## src/rtl/mem_lsu_stage_pkg.sv

```systemverilog
// Shared definitions for the MEM/LSU stage: bus widths, memory-op codes,
// LSU handshake states and the EX->MEM bus layout.
package mem_lsu_stage_pkg;

  localparam int EX_TO_MEM_WD = 106;
  localparam int MEM_TO_WB_WD = 104;
  localparam int STALL_W      = 6;

  typedef enum logic [3:0] {
    MEM_OP_NONE = 4'd0,
    MEM_OP_LB   = 4'd1,
    MEM_OP_LBU  = 4'd2,
    MEM_OP_LH   = 4'd3,
    MEM_OP_LHU  = 4'd4,
    MEM_OP_LW   = 4'd5,
    MEM_OP_SB   = 4'd9,
    MEM_OP_SH   = 4'd10,
    MEM_OP_SW   = 4'd11
  } mem_op_e;

  typedef enum logic [1:0] {
    LSU_IDLE      = 2'd0,
    LSU_WAIT_ADDR = 2'd1,
    LSU_WAIT_DATA = 2'd2,
    LSU_DONE      = 2'd3
  } lsu_state_e;

  typedef struct packed {
    logic [31:0] pc;
    logic [3:0]  mem_op;
    logic        rf_we;
    logic [4:0]  rf_waddr;
    logic [31:0] store_data;
    logic [31:0] ex_result;
  } ex_to_mem_t;

  // Codes 8 and above are stores; any other non-zero code is a load.
  function automatic logic is_store(input logic [3:0] op);
    return op[3];
  endfunction

  function automatic logic is_load(input logic [3:0] op);
    return (op != MEM_OP_NONE) && !op[3];
  endfunction

endpackage

```

## src/rtl/mem_lsu_stage_align.sv

```systemverilog
// Combinational byte-lane logic: store lane enables/replication, load
// extraction with sign/zero extension, and alignment checking.
module lsu_align
  import mem_lsu_stage_pkg::*;
(
  input  logic [3:0]  mem_op_i,
  input  logic [1:0]  addr_i,
  input  logic [31:0] store_data_i,
  input  logic [31:0] rdata_i,
  output logic [3:0]  wen_o,
  output logic [31:0] wdata_o,
  output logic [31:0] load_data_o,
  output logic        misaligned_o
);

  logic [7:0]  byte_s;
  logic [15:0] half_s;

  assign byte_s = rdata_i[{addr_i, 3'b000} +: 8];
  assign half_s = rdata_i[{addr_i[1], 4'b0000} +: 16];

  // Per-op lane formatting and alignment check.
  always_comb begin
    wen_o        = 4'b0000;
    wdata_o      = 32'h0000_0000;
    load_data_o  = 32'h0000_0000;
    misaligned_o = 1'b0;
    case (mem_op_i)
      MEM_OP_LB:  load_data_o = {{24{byte_s[7]}}, byte_s};
      MEM_OP_LBU: load_data_o = {24'h00_0000, byte_s};
      MEM_OP_LH: begin
        misaligned_o = addr_i[0];
        load_data_o  = {{16{half_s[15]}}, half_s};
      end
      MEM_OP_LHU: begin
        misaligned_o = addr_i[0];
        load_data_o  = {16'h0000, half_s};
      end
      MEM_OP_LW: begin
        misaligned_o = (addr_i != 2'b00);
        load_data_o  = rdata_i;
      end
      MEM_OP_SB: begin
        wen_o   = 4'b0001 << addr_i;
        wdata_o = {4{store_data_i[7:0]}};
      end
      MEM_OP_SH: begin
        misaligned_o = addr_i[0];
        wen_o        = addr_i[1] ? 4'b1100 : 4'b0011;
        wdata_o      = {2{store_data_i[15:0]}};
      end
      MEM_OP_SW: begin
        misaligned_o = (addr_i != 2'b00);
        wen_o        = 4'b1111;
        wdata_o      = store_data_i;
      end
      default: misaligned_o = 1'b0;
    endcase
  end

endmodule

```

## src/rtl/mem_lsu_stage.sv

```systemverilog
// MEM pipeline stage: owns the data-SRAM addr_ok/data_ok port, stalls the
// pipe while an access is outstanding, and produces WB and forwarding data.
module mem_lsu_stage
  import mem_lsu_stage_pkg::*;
(
  input  logic                    clk,
  input  logic                    rst,
  input  logic [STALL_W-1:0]      stall,
  input  logic [EX_TO_MEM_WD-1:0] ex_to_mem_bus,
  output logic                    data_sram_req,
  output logic [3:0]              data_sram_wen,
  output logic [31:0]             data_sram_addr,
  output logic [31:0]             data_sram_wdata,
  input  logic                    data_sram_addr_ok,
  input  logic                    data_sram_data_ok,
  input  logic [31:0]             data_sram_rdata,
  output logic                    stallreq_mem,
  output logic [MEM_TO_WB_WD-1:0] mem_to_wb_bus,
  output logic                    mem_we_o,
  output logic [4:0]              mem_waddr_o,
  output logic [31:0]             mem_wdata_o,
  output logic                    mem_fwd_valid_o
);

  ex_to_mem_t  bus_q;
  lsu_state_e  state_q, state_d;
  logic [31:0] rdata_q, rdata_d;
  logic        req_s, need_access_s, misaligned_s, data_done_s;
  logic [3:0]  wen_s;
  logic [31:0] wdata_s, load_data_s, load_rdata_s, rf_wdata_s;
  logic        rf_we_s, adel_s, ades_s, unused_stall_s;

  assign unused_stall_s = ^{stall[5], stall[2:0]};

  // Stage input register: stall[3] holds, stall[3]&!stall[4] inserts a bubble.
  always_ff @(posedge clk) begin
    if (rst) begin
      bus_q <= '0;
    end else if (stall[3] && !stall[4]) begin
      bus_q <= '0;
    end else if (!stall[3]) begin
      bus_q <= ex_to_mem_bus;
    end else begin
      bus_q <= bus_q;
    end
  end

  // LSU handshake state and captured read data.
  always_ff @(posedge clk) begin
    if (rst) begin
      state_q <= LSU_IDLE;
      rdata_q <= 32'h0000_0000;
    end else begin
      state_q <= state_d;
      rdata_q <= rdata_d;
    end
  end

  // Next-state and request logic.
  always_comb begin
    state_d = state_q;
    rdata_d = rdata_q;
    req_s   = 1'b0;
    case (state_q)
      LSU_IDLE: begin
        if (need_access_s) begin
          req_s   = 1'b1;
          state_d = data_sram_addr_ok ? LSU_WAIT_DATA : LSU_WAIT_ADDR;
        end else begin
          state_d = LSU_IDLE;
        end
      end
      LSU_WAIT_ADDR: begin
        req_s   = 1'b1;
        state_d = data_sram_addr_ok ? LSU_WAIT_DATA : LSU_WAIT_ADDR;
      end
      LSU_WAIT_DATA: begin
        if (data_sram_data_ok) begin
          rdata_d = data_sram_rdata;
          state_d = stall[4] ? LSU_DONE : LSU_IDLE;
        end else begin
          state_d = LSU_WAIT_DATA;
        end
      end
      LSU_DONE: state_d = stall[4] ? LSU_DONE : LSU_IDLE;
      default:  state_d = LSU_IDLE;
    endcase
  end

  lsu_align u_align (
    .mem_op_i     (bus_q.mem_op),
    .addr_i       (bus_q.ex_result[1:0]),
    .store_data_i (bus_q.store_data),
    .rdata_i      (load_rdata_s),
    .wen_o        (wen_s),
    .wdata_o      (wdata_s),
    .load_data_o  (load_data_s),
    .misaligned_o (misaligned_s)
  );

  assign need_access_s = (bus_q.mem_op != MEM_OP_NONE) && !misaligned_s;
  assign data_done_s   = (state_q == LSU_WAIT_DATA) && data_sram_data_ok;
  // Raw rdata is only meaningful in the data_ok cycle; afterwards use the copy.
  assign load_rdata_s  = (state_q == LSU_DONE) ? rdata_q : data_sram_rdata;

  assign data_sram_req   = req_s;
  assign data_sram_wen   = need_access_s ? wen_s : 4'b0000;
  assign data_sram_addr  = {bus_q.ex_result[31:2], 2'b00};
  assign data_sram_wdata = wdata_s;

  assign stallreq_mem = need_access_s && !((state_q == LSU_DONE) || data_done_s);

  assign rf_we_s    = bus_q.rf_we && !misaligned_s;
  assign rf_wdata_s = is_load(bus_q.mem_op) ? load_data_s : bus_q.ex_result;
  assign adel_s     = misaligned_s && is_load(bus_q.mem_op);
  assign ades_s     = misaligned_s && is_store(bus_q.mem_op);

  assign mem_to_wb_bus = {bus_q.pc, rf_we_s, bus_q.rf_waddr, rf_wdata_s, adel_s, ades_s,
                          misaligned_s ? bus_q.ex_result : 32'h0000_0000};

  assign mem_we_o        = rf_we_s;
  assign mem_waddr_o     = bus_q.rf_waddr;
  assign mem_wdata_o     = rf_wdata_s;
  assign mem_fwd_valid_o = !(is_load(bus_q.mem_op) && need_access_s) || data_done_s ||
                           (state_q == LSU_DONE);

endmodule
```

## config.mk

```make
export PLATFORM = sky130hd
export DESIGN_NAME = mem_lsu_stage
export DESIGN_NICKNAME = d
export VERILOG_FILES = /design/src/rtl/mem_lsu_stage_pkg.sv /design/src/rtl/mem_lsu_stage_align.sv /design/src/rtl/mem_lsu_stage.sv
export SDC_FILE = /design/constraint.sdc
export NUM_CORES = 1
export LEC_CHECK = 0
export ABC_AREA = 1
export BUFFER_PORTS_ARGS = -buffer_cell sky130_fd_sc_hd__buf_2
export CORE_ASPECT_RATIO = 0.6
export CORE_UTILIZATION = 43
export DETAILED_ROUTE_END_ITERATION = 10
export HOLD_SLACK_MARGIN = 0.1
export PLACE_DENSITY = 0.8
export SLEW_MARGIN = 20
export SYNTH_ARGS = -nofsm -noshare
export SYNTH_HDL_FRONTEND = slang
export SYNTH_SLANG_ARGS = --single-unit
export TNS_END_PERCENT = 5
```

## constraint.sdc

```tcl
create_clock -name clk -period 1.5 [get_ports clk]
set_input_delay 0.225 -clock clk [delete_from_list [all_inputs] [get_ports clk]]
set_output_delay 0.225 -clock clk [all_outputs]
set_load 0.02 [all_outputs]
```

==> summary.txt, run 1 <==
Clock network
  – Inserted Clock Buffers: 17
  – Max clock buf depth: 2
  – Clock transition at path regs: 60 ps
  – CTS tree: yes
  – Clock latency on the worst-skew pair: 410 ps
  – H-Tree Depth: 4
  – Sink Count: 140
  – Root buf cell: clkbuf_16

Floorplanning
  – I/O pin count: 361
  – Die W: 178.2 microns
  – Die Footprint: 19190 sq um
  – Initial Util: 44.08%
  – Die Y: 107.7 microns
  – FP Rows: 38
  – Core Area: 18160 sq um

Layout
  – Filler cells: 1414
  – Layout area overhead: 55.76%
  – Net count, final: 1821
  – Final core utilization: 68.66%
  – Share of layout cells above drive strength 1: 35.35%

Synth
  – Post-synth top flop: dfxtp_1
  – Post-Syn Area per Cell: 6.452 sq um
  – Number of flops mapped to enable cells by yosys: 0
  – Seq cells post-synth: 140
  – Asr flop ratio synth: 0%
  – Synth Cell Area: 8006 sq um
  – Post-synthesis sequential area ratio: 35.01%
  – Most area-hungry cell type in the Yosys netlist: dfxtp_1
  – Synth top area cells: dfxtp_1 35%, nand2_1 19%, buf_4 11%
  – Post-synth top area share: 35.01%
  – Synth top cells by count: 410 x nand2_1, 140 x dfxtp_1, 125 x a21oi_1
  – Syn Inst Count: 1241
  – Distinct cells, synth: 31
  – Yosys warns: 0
  – Most common cell in the netlist: nand2_1

Timing
  – Clock Skew: 7.790 ps
  – Tcrit/Tclk final: 154.4%
  – Setup TNS: -89990 ps
  – Final Hold Fails: 0
  – Max-slew violation count: 0
  – Top achievable clock speed: 431.8 MHz
  – PnR worst setup slack: -815.9 ps
  – Final min period: 2316 ps
  – Setup violators final: 139
  – RSZ-0062 raised after global routing: yes

Outcome
  – Failing checks: setup timing
  – Status: finished with violations

Global routing
  – GRT Util Overall: 31.73%
  – Total gr overflow: 0
  – Vias in the first global route: 8994
  – Initial antenna violation count: 1
  – Largest net degree at the start of global routing: 107
  – First-pass GRT wire length: 46.94 mm

Pwr
  – Clock share of power: 37.0%
  – Switching power of the nets: 3.356 mW
  – Peak supply drop: 0.6940 mV
  – Combinational Power Share: 25.1%
  – Leak: 6.089 nW
  – Internal power: 7.344 mW
  – Sw Ratio: 31.36%
  – Power per Cell Area: 858.0 nW/um^2
  – Sequential Power Share: 37.9%

Routing
  – DR iter-0 viols: 963
  – # DRC: 0
  – Routed Antenna Nets: 0
  – Vias per cell: 5.160
  – Total Wirelength: 32.12 mm
  – Wire per inst: 16.67 microns
  – Via count: 9944
  – Initial DRT Pass Iterations: 6

Setup path
  – CP max FO: 13
  – WS Path Type: reg -> out
  – CP Capture Type: output pin
  – Arrival @ worst endpoint: 2090 ps
  – Setup crit start kind: register
  – CP required: 1270 ps

Place
  – DP HPWL: 21.22 mm
  – Routability cong.: 0.9727
  – Port Buf Inserts: 354

Hold path
  – Type of the worst min-delay path: in -> reg

Run
  – Max_cap viols: 0
[worst max-delay path, stage by stage, from the launching register on]
cell	delay (ps)
dfxtp_4	370
nand2_8	90
buf_12	160
o21ai_4	130
nand2_1	70
o21ai_1	100
nand2_1	130
nand4_4	170
clkbuf_16	200
nand3_2	100
buf_6	160
[power groups by stage]
stage	clock network (mW)	logic, mW	registers [mW]
detailed placement	0	2.17	4.12
global placement	0	2.15	4.12
finish	3.96	2.69	4.06
global route	4.19	2.86	4.07
floorplan	0	1.49	4.08
CTS	4.02	2.53	4.05
[routing by layer]
metal	GRT usage (%)	wire (microns)	vias up
met1	39.93	12820	4514
met3	11.33	3894	96
met4	13.13	1044	0
li1	-	-	4681
met2	48.92	14360	653
met5	0	0	-
[flip-flops by register name, indices dropped and copies added, names as in the netlist]
signal and cells:
bus_q 39, mem_to_wb_bus 32, rdata_q 32, data_sram_addr 30
mem_waddr_o 5, state_q 2
[cell type report]
| class | count | area, sq um | area share, % |
|---|---|---|---|
| Clock inverter | 14 | 120.1 | 0.9632 |
| Timing Repair Buffer | 593 | 4454 | 35.72 |
| Antenna cell | 1 | 2.502 | 0.02007 |
| Multi-Input combinational cell | 804 | 3894 | 31.22 |
| Sequential cell | 140 | 2818 | 22.59 |
| Inverter | 117 | 452.9 | 3.632 |
| Tap cell | 240 | 300.3 | 2.408 |
| Clock buffer | 18 | 429.2 | 3.441 |
[final timing paths]
| kind | startpoint | to | slack (ps) | cells after the start |
|---|---|---|---|---|
| max | state_q[1]$_SDFF_PP0_ | mem_to_wb_bus[54] | -820 | 10 |
| max reg2reg | bus_q[72]$_SDFFE_PP0N_ | state_q[0]$_SDFF_PP0_ | 80 | 10 |
| min reg2reg | rdata_q[13]$_SDFFE_PP0P_ | rdata_q[13]$_SDFFE_PP0P_ | 460 | 2 |
| min | data_sram_rdata[17] | rdata_q[17]$_SDFFE_PP0P_ | 120 | 3 |
[layout by cell type (no fill, tap or decap), drive strengths merged, types with 7 or more instances in the layout]
master / n
a211oi: 22
o211ai: 16
nand2: 414
clkinv: 8
o21ai: 63
buf: 465
a21oi: 125
nand3: 40
nand4: 7
clkbuf: 19
inv: 118
nor2: 104
dfxtp: 140
dlygate4sd3: 127
[cell families (layout without fill, tap and decap cells)]
family | Yosys count | count (layout) | synth area share, %
AND/OR/NAND/NOR | 567 | 567 | 28.08
buffers and inverters | 298 | 742 | 20.47
AO/OA/AOI/OAI | 235 | 235 | 16.39
flip-flops | 140 | 140 | 35.01
other | 1 | 3 | 0.04684
[repair_timing]
action | CTS | global route
setup endpoints to repair | 167 | 142
gates cloned | 1 | 1
hold buffers | 127 | 0
pin swaps | 6 | 8
endpoints found under the hold margin | 127 | 0
gates resized for setup | 148 | 77
buffers inserted | 0 | 1
[metrics by stage]
stage	area (sq um)	power (mW)	setup WS [ps]	hold WS (ps)	cells
floorplan	8167	5.571	-307.9	368.7	1242
global placement	10010	6.265	-467.8	445.9	1764
detailed placement	10010	6.295	-516.0	452.9	1764
CTS	12210	10.60	-779.0	102.1	1924
global route	12470	11.12	-883.4	113.7	1927
finish	12470	10.70	-815.9	122.5	1927
No activity file was read; power rests on OpenSTA's default activity.
==> run 2, diff against run 1 <==
- CORE_UTILIZATION: 43 -> 48
- PLACE_DENSITY: 0.8 -> 0.84
- clock period: 1.5 -> 2.4 ns (I/O delays scaled with it)
==> run 2 against run 1 <==
  * The flow still finishes with violations (setup timing)
  * Combinational power fell by 42%
  * Clock power fell by 35%
  * Final area fell by 9.5%
  * Global-route usage rose by 0.23 points
  * Critical path depth fell by 2
  * Sequential power fell by 37%
  * Worst setup slack improved by 620 ps
  * Final cell count fell by 9.4%
  * Clock skew rose by 2.9 ps
  * Utilization rose by 0.78 points
  * Via count fell by 8.2%
  * Critical path type unchanged
  * Largest cell class is now multi-input gates
==> summary.txt, run 2 (synthesis results as in run 1) <==
Setup path
  – Critical path's top delay family: simple AND/OR/NAND/NOR gates (unchanged)
  – Most used cell, CP: nand2_1 (unchanged)
  – CP Capture Type: output pin (unchanged)
  – Worst path max stage delay: 540 ps (was 370 ps)
  – Arrival @ worst endpoint: 2240 ps (was 2090 ps)
  – Bufs and invs on worst path: 3 (unchanged)
  – CP required: 2040 ps (was 1270 ps)
  – WS Path Type: reg -> out (unchanged)
  – Critical Path Slowest Stage Cell: o21ai_0 (was dfxtp_4)
  – CP max FO: 8 (was 13)
  – Setup crit start kind: register (unchanged)
  – Crit-path cells: nand2_4, clkbuf_16, o21ai_0, nand2_1, nand2_1, inv_1, nand3_2, buf_6 (was nand2_8, buf_12, o21ai_4, nand2_1, o21ai_1, nand2_1, nand4_4, clkbuf_16, nand3_2, buf_6)

Layout
  – Max reg flops: 39 (unchanged)
  – Largest reg by FF count: bus_q (unchanged)
  – Area of the multi-input gates: 4169 sq um (was 3894 sq um)
  – Filler cells: 1336 (was 1414)
  – Seq. cell area: 2820 sq um (was 2818 sq um)
  – Most common cell after layout, fill and taps aside: nand2_1 (unchanged)
  – Net count, final: 1652 (was 1821)
  – Post-route insts no fill: 1746 (was 1927)
  – Share of layout cells above drive strength 1: 37.90% (was 35.35%)
  – Layout area overhead: 41.04% (was 55.76%)
  – Most frequent cells in the layout: 392 x nand2_1, 247 x buf_2, 134 x dfxtp_1 (was 393 x nand2_1, 251 x buf_2, 170 x buf_4)
  – Final core utilization: 69.44% (was 68.66%)

Global routing
  – Largest net degree at the start of global routing: 107 (unchanged)
  – Initial antenna violation count: 2 (was 1)
  – GRT Util Overall: 31.96% (was 31.73%)
  – First-pass GRT wire length: 42.14 mm (was 46.94 mm)
  – Total gr overflow: 0 (unchanged)
  – Vias in the first global route: 7646 (was 8994)

Routing
  – DR iter-0 viols: 1205 (was 963)
  – # DRC: 0 (unchanged)
  – Initial DRT Pass Iterations: 5 (was 6)
  – Routed Antenna Nets: 0 (unchanged)
  – Via count: 9128 (was 9944)
  – Wire per inst: 17.42 microns (was 16.67 microns)
  – Total Wirelength: 30.42 mm (was 32.12 mm)
  – Vias per cell: 5.228 (was 5.160)

Outcome
  – Status: finished with violations (unchanged)
  – Failing checks: setup timing (unchanged)

Run
  – Max_cap viols: 0 (unchanged)

Clock network
  – Max clock buf depth: 2 (unchanged)
  – Root buf cell: clkbuf_16 (unchanged)
  – H-Tree Depth: 4 (unchanged)
  – Clock transition at path regs: 80 ps (was 60 ps)
  – Clock latency on the worst-skew pair: 410 ps (about the same)
  – Hold_buf cts: 0 (was 127)
  – Inserted Clock Buffers: 17 (unchanged)
  – CTS tree: yes (unchanged)
  – Sink Count: 140 (unchanged)

Floorplanning
  – Core Area: 16260 sq um (was 18160 sq um)
  – Initial Util: 49.24% (was 44.08%)
  – Die Footprint: 17220 sq um (was 19190 sq um)
  – I/O pin count: 361 (unchanged)
  – Die W: 168.7 microns (was 178.2 microns)
  – FP Rows: 36 (was 38)
  – Die Y: 102.0 microns (was 107.7 microns)

Pwr
  – Power per Cell Area: 591.1 nW/um^2 (was 858.0 nW/um^2)
  – Leak: 5.486 nW (was 6.089 nW)
  – Peak supply drop: 0.6367 mV (was 0.6940 mV)

Timing
  – Max-slew violation count: 0 (unchanged)
  – Final min period: 2595 ps
  – RSZ-0062 raised after global routing: yes (unchanged)
  – Final Hold Fails: 0 (unchanged)
  – PnR worst setup slack: -195.4 ps (was -815.9 ps)
  – Worst-margin pin slew: 1094 ps
  – Tcrit/Tclk final: 108.1%
  – Clock Skew: 10.71 ps (was 7.790 ps)
  – Setup violators final: 61 (was 139)
  – Slew Limit Headroom: 27.07%
  – Top achievable clock speed: 385.3 MHz

Place
  – DP HPWL: 20.53 mm (was 21.22 mm)
  – Routability cong.: 1.010 (was 0.9727)
  – Post-Place Cells: 1692 (was 1764)
  – Port Buf Inserts: 354 (unchanged)

Hold path
  – Type of the worst min-delay path: in -> reg (unchanged)
run 2: cell types whose count changed in the layout (fill, tap and decap cells not counted), moves of 11 or more:
cell	before	now
dlygate4sd3_1	127	0
buf_4	170	101
buf_6	30	59
nand3_2	25	9
nand3_4	0	16
o21ai_0	26	13
o21ai_2	8	19
run 2: per-layer routing:
metal	part of all wire, %	vias to the layer above	GRT usage, %	routed length (microns)
met4	1.6	2	7.343	493
met5	0.043	-	0	13
li1	-	4334	-	-
met2	43	593	46.57	13220
met3	12	66	8.985	3756
met1	43	4133	46.35	12940
run 2: power by group:
group	switching, mW	internal (mW)	total (mW)
Combinational	0.951	0.614	1.56
Clock	1.19	1.38	2.57
Sequential	0.0954	2.44	2.54
run 2: worst paths after layout:
check / start / depth (start not counted) / slack, ps / to
min reg2reg: mem_to_wb_bus[90]$_SDFFE_PP0N_ / 2 / 460 / mem_to_wb_bus[90]$_SDFFE_PP0N_
max: state_q[0]$_SDFF_PP0_ / 8 / -200 / mem_wdata_o[16]
max reg2reg: state_q[1]$_SDFF_PP0_ / 6 / 680 / rdata_q[26]$_SDFFE_PP0P_
min: ex_to_mem_bus[87] / 3 / 180 / mem_to_wb_bus[85]$_SDFFE_PP0N_
run 2: tightest hold or removal path: stages:
cell,delay [ps]
buf_2,90
nand2_1,50
a21oi_1,50
run 2: timing repair:
action	4_1_cts	5_1_grt
gates cloned	3	5
pin swaps	11	27
endpoints found under the setup margin	128	131
gates resized for setup	132	234
buffers inserted	8	8
run 2: final cells by class:
cell class / instances / area share (%)
Multi-Input combinational cell: 805 / 36.92
Timing Repair Buffer: 423 / 26.38
Sequential cell: 140 / 24.97
Inverter: 117 / 4.100
Clock buffer: 17 / 3.767
Tap cell: 228 / 2.526
Clock inverter: 15 / 1.307
Antenna cell: 1 / 0.02216
run 2: through the flow:
| step | setup WS [ps] | cell area [sq um] | total power [mW] | TNS (ps) | hold WS (ps) |
|---|---|---|---|---|---|
| floorplan | 276.5 | 8010 | 3.448 | 0 | 434.5 |
| global placement | -32.14 | 9324 | 3.791 | -64.11 | 444.1 |
| detailed placement | -101.7 | 9324 | 3.813 | -202.0 | 450.7 |
| CTS | -97.23 | 10380 | 6.471 | -4251 | 171.3 |
| global route | -196.4 | 11290 | 6.926 | -14150 | 163.0 |
| finish | -195.4 | 11290 | 6.675 | -5369 | 182.4 |
